`config.mk`:
```
export PLATFORM = sky130hd
export DESIGN_NAME = btn_debounce_fsm
export DESIGN_NICKNAME = d
export VERILOG_FILES = /design/src/rtl/btn_debounce_fsm_pkg.sv /design/src/rtl/btn_debounce_fsm_sync_ff.sv /design/src/rtl/btn_debounce_fsm.sv
export SDC_FILE = /design/constraint.sdc
export NUM_CORES = 1
export LEC_CHECK = 0
export ABC_AREA = 1
export CORE_MARGIN = 2
export CORE_UTILIZATION = 57
export CTS_BUF_LIST = sky130_fd_sc_hd__clkbuf_2
export DETAILED_ROUTE_END_ITERATION = 10
export GPL_TIMING_DRIVEN = 0
export MAX_ROUTING_LAYER = met4
export PLACE_DENSITY = 0.83
export SLEW_MARGIN = 10
export SYNTH_ARGS = -nofsm -noshare
export SYNTH_HDL_FRONTEND = slang
export SYNTH_SLANG_ARGS = --single-unit
```
`constraint.sdc`:
```
create_clock -name clk_100Mhz -period 1.9 [get_ports clk_100Mhz]
set_input_delay 0.38 -clock clk_100Mhz [delete_from_list [all_inputs] [get_ports clk_100Mhz]]
set_output_delay 0.38 -clock clk_100Mhz [all_outputs]
set_load 0.005 [all_outputs]
```
`src/rtl/btn_debounce_fsm_pkg.sv`:
```
// Shared definitions for the tick-driven button debouncer: FSM state encoding
// and the counter-width helper used to size the stable and hold counters.
package btn_debounce_fsm_pkg;

  typedef enum logic [1:0] {
    LOW       = 2'd0,
    WAIT_HIGH = 2'd1,
    HIGH      = 2'd2,
    WAIT_LOW  = 2'd3
  } state_e;

  // Bits needed to hold values 0..max_val without wrapping.
  function automatic int cnt_width(input int max_val);
    return (max_val < 1) ? 1 : $clog2(max_val + 1);
  endfunction

endpackage

```
`src/rtl/btn_debounce_fsm_sync_ff.sv`:
```
// Multi-stage input synchronizer for the raw button; clocked every cycle,
// synchronous active-low reset clears every stage to 0.
module btn_debounce_fsm_sync_ff #(
  parameter int STAGES = 2
) (
  input  logic clk,
  input  logic rst_n,
  input  logic d,
  output logic q
);

  logic [STAGES-1:0] sync_q;
  logic [STAGES-1:0] sync_d;

  always_comb begin
    sync_d = {sync_q[STAGES-2:0], d};
  end

  always_ff @(posedge clk) begin
    if (!rst_n) begin
      sync_q <= '0;
    end else begin
      sync_q <= sync_d;
    end
  end

  assign q = sync_q[STAGES-1];

endmodule

```
`src/rtl/btn_debounce_fsm.sv`:
```
// Tick-sampled push-button debouncer: registered clean level plus one-cycle
// rise, fall and long-press strobes; outputs update on the edge after the committing tick.
module btn_debounce_fsm
  import btn_debounce_fsm_pkg::*;
#(
  parameter int STABLE_TICKS = 20,
  parameter int LONG_TICKS   = 1000,
  parameter int SYNC_STAGES  = 2
) (
  input  logic clk_100Mhz,
  input  logic rst_n,
  input  logic tick,
  input  logic btn_in,
  output logic btn_level,
  output logic btn_rise,
  output logic btn_fall,
  output logic long_press
);

  localparam int CW = cnt_width(STABLE_TICKS);
  localparam int HW = cnt_width(LONG_TICKS);
  localparam logic [CW-1:0] CNT_LAST = CW'(STABLE_TICKS - 1);
  localparam logic [HW-1:0] HOLD_MAX = HW'(LONG_TICKS);

  logic          btn_s;
  state_e        state_q, state_d;
  logic [CW-1:0] cnt_q, cnt_d;
  logic [HW-1:0] hold_q, hold_d;
  logic          level_q, level_d;
  logic          rise_q, rise_d;
  logic          fall_q, fall_d;
  logic          lp_q, lp_d;
  logic          commit_hi, commit_lo;

  btn_debounce_fsm_sync_ff #(
    .STAGES(SYNC_STAGES)
  ) u_sync (
    .clk  (clk_100Mhz),
    .rst_n(rst_n),
    .d    (btn_in),
    .q    (btn_s)
  );

  always_comb begin
    state_d   = state_q;
    cnt_d     = cnt_q;
    hold_d    = hold_q;
    level_d   = level_q;
    rise_d    = 1'b0;
    fall_d    = 1'b0;
    lp_d      = 1'b0;
    commit_hi = 1'b0;
    commit_lo = 1'b0;

    if (tick) begin
      unique case (state_q)
        LOW: begin
          if (btn_s) begin
            if (STABLE_TICKS == 1) begin
              commit_hi = 1'b1;
            end else begin
              state_d = WAIT_HIGH;
              cnt_d   = CW'(1);
            end
          end
        end
        WAIT_HIGH: begin
          if (!btn_s) begin
            state_d = LOW;
            cnt_d   = '0;
          end else if (cnt_q == CNT_LAST) begin
            commit_hi = 1'b1;
          end else begin
            cnt_d = cnt_q + CW'(1);
          end
        end
        HIGH: begin
          if (!btn_s) begin
            if (STABLE_TICKS == 1) begin
              commit_lo = 1'b1;
            end else begin
              state_d = WAIT_LOW;
              cnt_d   = CW'(1);
            end
          end
        end
        WAIT_LOW: begin
          if (btn_s) begin
            state_d = HIGH;
            cnt_d   = '0;
          end else if (cnt_q == CNT_LAST) begin
            commit_lo = 1'b1;
          end else begin
            cnt_d = cnt_q + CW'(1);
          end
        end
      endcase

      if (commit_hi) begin
        state_d = HIGH;
        cnt_d   = '0;
        hold_d  = '0;
        level_d = 1'b1;
        rise_d  = 1'b1;
      end
      if (commit_lo) begin
        state_d = LOW;
        cnt_d   = '0;
        hold_d  = '0;
        level_d = 1'b0;
        fall_d  = 1'b0 | 1'b1;
      end

      // Hold keeps counting through a release bounce; saturation makes long_press single-shot.
      if ((state_q == HIGH || state_q == WAIT_LOW) && !commit_lo && hold_q != HOLD_MAX) begin
        hold_d = hold_q + HW'(1);
        lp_d   = (hold_d == HOLD_MAX);
      end
    end
  end

  always_ff @(posedge clk_100Mhz) begin
    if (!rst_n) begin
      state_q <= LOW;
      cnt_q   <= '0;
      hold_q  <= '0;
      level_q <= 1'b0;
      rise_q  <= 1'b0;
      fall_q  <= 1'b0;
      lp_q    <= 1'b0;
    end else begin
      state_q <= state_d;
      cnt_q   <= cnt_d;
      hold_q  <= hold_d;
      level_q <= level_d;
      rise_q  <= rise_d;
      fall_q  <= fall_d;
      lp_q    <= lp_d;
    end
  end

  assign btn_level  = level_q;
  assign btn_rise   = rise_q;
  assign btn_fall   = fall_q;
  assign long_press = lp_q;

endmodule

```
==> implementation parameters <==
Parameter                              Value

Synth
  Per-instance average area after synthesis ... ~7.0 sq um
  Largest family of logic cells by synthesized area ... simple AND/OR/NAND/NOR gates
  Synthesized instance count ... 190
  Adder and majority gate portion of the synthesized area ... under 10%
  Net count after synthesis ... ~200
  Number of synthesized register bits ... 23
  Post-synth cell types ... 32
  Sequential element share of the synthesized area ... a little over a third
  Cell Area, Synth ... 0.001328 sq mm
  Complex-gate fraction of the synthesized area ... under 10%
  Synthesis Warnings ... 0
  Parity-gate share of the synthesized area counting xor and xnor cells ... between 3 and 4%
  Multiplexer fraction of the synthesized cell area ... 0%
  Simple logic cell fraction of the synthesized area ... about 38%

Finish
  P&R area growth vs syn ... 7.917%
  Number of antenna diodes ... 0
  Area occupied by multi-input gates ... ~700 sq um
  Fin cells ... around 230
  Number of nets in the final layout ... between 200 and 250
  Post-Layout Inst Area ... 0.001433 sq mm
  Register area ... 460.4 sq um
  Proportion of layout cells with a drive suffix above 1 ... 14.57%
  # fillers ... 200

Clock tree
  Max Buffers Root-to-Sink ... 2
  Clock tree from TritonCTS ... yes
  Clock root cell ... clkbuf_2
  Number of levels the H-tree was split into ... 1
  # clock sinks ... 23
  Number of hold buffers added after cts ... 0
  Number of clock buffers inserted by TritonCTS ... 3
  Insertion delay to the later sink of the worst-skew pair ... approximately 0.32 ns
  Total of cells resized after clock tree synthesis ... 0
  Clock-pin slew reported for the worst setup and hold paths after clock tree synthesis ... 0.20 ns
  Post-CTS Setup Bufs ... 0

GRT
  Global-route wire length before repair ... between 4 and 5 mm
  Via count of the first global-routing pass ... 1129
  Largest net degree at the start of global routing ... 14
  Number of antenna violations at the first check in global routing ... 0
  Total congestion overflow after global routing ... 0
  Combined global-route utilization of all metal layers ... a little under a quarter

Power
  Reg power frac ... about two thirds
  Pwr per Cell Area ... 507.6 mW/mm^2
  Combinational fraction of design power ... around 6.5%
  Fraction of power consumed by the clock network ... about a quarter
  Cell-internal power ... approximately 0.00055 W
  Reported net switching power ... between 0.00015 and 0.0002 W
  Maximum resistive drop on vdd ... 0.0005441 V
  Sw Ratio ... a little under a quarter
  Static power due to leakage ... 0.5906 nW
  Power after layout ... ~0.00073 W

Timing
  Slew of the pin with the lowest slew margin ... between 0.3 and 0.4 ns
  RSZ-0062 raised after global routing ... false
  Worst rel slew slack ... 79.82%
  Final worst clock skew ... 0.008427 ns
  Setup violations, final ... 0
  Final max-slew violation count ... 0
  Highest attainable clock frequency ... 604.3 MHz
  Final number of hold-violating endpoints ... 0
  Post-Route Hold Slack ... between 0.3 and 0.4 ns
  Final clock period utilization by the worst path ... between 80% and 90%
  Final Critical Period ... ~1.7 ns
  Post-Route Setup TNS ... 0 ns

Floorplan
  Number of placement rows ... 17
  Area enclosed by the die boundary ... 0.002731 sq mm
  Chip width ... approximately 52 um
  Starting utilization of the core area ... 60.01%
  Area of the core ... 0.002212 sq mm
  Chip height ... roughly 52 um
  Number of ports placed on the die boundary ... 8

Drt
  Final wirelength ... approximately 2.6 mm
  Initial detailed-routing violation count ... 25
  Post-DR wirelength/cell ... ~12 um
  Post-route ant nets ... 0
  Remaining DRCs ... 0
  Via total after detailed routing ... 1199
  Number of optimization iterations in the first detailed-route pass ... 4
  Average vias per placed instance ... around 5.3

Placed design
  Placed Cells ... between 200 and 250
  RD Place Congestion ... ~0.85
  Standard cell area after detailed placement ... approximately 0.0014 sq mm
  Buffers added on ports ... 5
  Detailed placement HPWL ... ~2.0 mm

Status
  Result of the run ... finished, final reports clean

Flow run
  Reported max-cap violation count ... 0

Worst setup path
  Startpoint of the worst-slack reg-to-reg timing path ... cnt_q[0]
  Crit path max fanout ... 7
  Data required time at the worst endpoint ... roughly 2.2 ns
  Kind of end point of the critical path ... flop
  Startpoint-to-endpoint class of the critical path ... flop to flop
  CP Launch Point ... cnt_q[0]
  Critical path data arrival time ... approximately 1.9 ns
  Type of element launching the critical path ... flop

Hold path
  HP Start ... rst_n
  Path category of the worst min-delay check ... primary input to flop
[metrics by stage]
| stage | setup WS [ns] | utilization, % |
|---|---|---|
| 6_report | 0.2452 | 64.76 |
| 5_1_grt | 0.09228 | 64.76 |
| 4_1_cts | 0.2442 | 64.76 |
| 3_5_place_dp | 0.2749 | 63.86 |
| 3_3_place_gp | 0.3842 | 63.86 |
| 2_1_floorplan | 0.5160 | - |
[path summary, 6_finish.rpt]
| check | to | cells past startpoint | slack (ns) |
|---|---|---|---|
| worst max-delay path | hold_q[6] | 10 | 0.25 |
| worst min-delay path | u_sync.sync_q[1] | 3 | 0.30 |
| worst max register to register | hold_q[6] | 10 | 0.25 |
| worst min register to register | u_sync.sync_q[1] | 2 | 0.44 |
[state kept, by name, indices dropped and copies added (netlist names)]
signal         flops
btn_fall           1
btn_level          1
btn_rise           1
cnt_q              5
hold_q            10
long_press         1
state_q            2
u_sync.sync_q      2
[cell families (layout without fill, tap and decap cells)]
family / Yosys count / after routing
flops: 23 / 23
simple gates: 105 / 105
compound gates: 20 / 20
buf+inv: 34 / 43
fa+ha+maj: 3 / 3
xor+xnor: 5 / 5
[cells in the mapped netlist]
master	number	area, sq um
a21oi_1	12	60.06
a21oi_2	1	8.760
a31o_2	1	8.760
a31oi_1	1	6.260
and2_1	1	6.260
and3_1	1	6.260
and3_2	1	7.510
buf_2	1	5.000
buf_4	2	15.01
buf_6	2	22.52
clkbuf_8	1	13.76
clkinv_1	1	3.750
dfxtp_1	23	460.4
ha_1	3	37.54
inv_1	24	90.09
inv_2	2	7.510
inv_4	1	6.260
nand2_1	40	150.1
nand2_2	5	31.28
nand3_1	20	100.1
nand3_2	3	30.03
nand3b_1	2	15.01
nand4_1	3	18.77
nor2_1	20	75.07
nor2_2	2	12.51
nor2_4	2	22.52
nor3_1	4	20.02
nor4_1	1	6.260
o21ai_0	4	20.02
o21ai_4	1	16.27
xnor2_1	1	8.760
xor2_1	4	35.03
[power groups by stage]
stage               combinational (W)  sequential, W  clock (W)
finish                      0.0000470       0.000495   0.000185
global route                0.0000531       0.000497   0.000217
CTS                         0.0000471       0.000495   0.000193
detailed placement          0.0000467       0.000505          0
global placement            0.0000443       0.000505          0
floorplan                   0.0000351       0.000504          0
[per-layer routing]
metal  global-route usage, %  vias up  routed length (um)
li1                        -      620                   -
met1                   24.38      552                1155
met2                   40.30       21                1341
met3                   4.000        6                  65
met4                   11.54        0                  48
met5                       -        -                   0
[cell usage in the layout (no fill, tap or decap), types with 2 or more instances in the layout]
cell | synthesis | final
a21oi_1 | 12 | 12
buf_4 | 2 | 2
buf_6 | 2 | 2
clkbuf_2 | 0 | 3
clkdlybuf4s50_1 | 0 | 5
dfxtp_1 | 23 | 23
ha_1 | 3 | 3
inv_1 | 24 | 24
inv_2 | 2 | 2
nand2_1 | 40 | 40
nand2_2 | 5 | 5
nand3_1 | 20 | 20
nand3_2 | 3 | 3
nand3b_1 | 2 | 2
nand4_1 | 3 | 3
nor2_1 | 20 | 20
nor2_2 | 2 | 2
nor2_4 | 2 | 2
nor3_1 | 4 | 4
o21ai_0 | 4 | 4
xor2_1 | 4 | 4
[worst max-delay path, stage by stage, from the launching register on]
cell and delay [ns]:
dfxtp_1 0.37, ha_1 0.25, nand2_1 0.10, inv_1 0.05
nand2_2 0.12, nor2_2 0.07, nor2_4 0.13, nand2_2 0.08
nor2_4 0.18, nand2_1 0.08, a21oi_1 0.16
[area by class of cell]
cell class | count | area share [%]
clock inverters | 1 | 0.3493
flip-flops and latches | 23 | 32.14
multi-input cells | 133 | 49.08
inverters | 28 | 7.511
plain buffers | 6 | 3.930
repair buffers | 5 | 3.493
clock buffers | 3 | 1.048
well taps | 28 | 2.445
(Power assumes the default switching activity.)
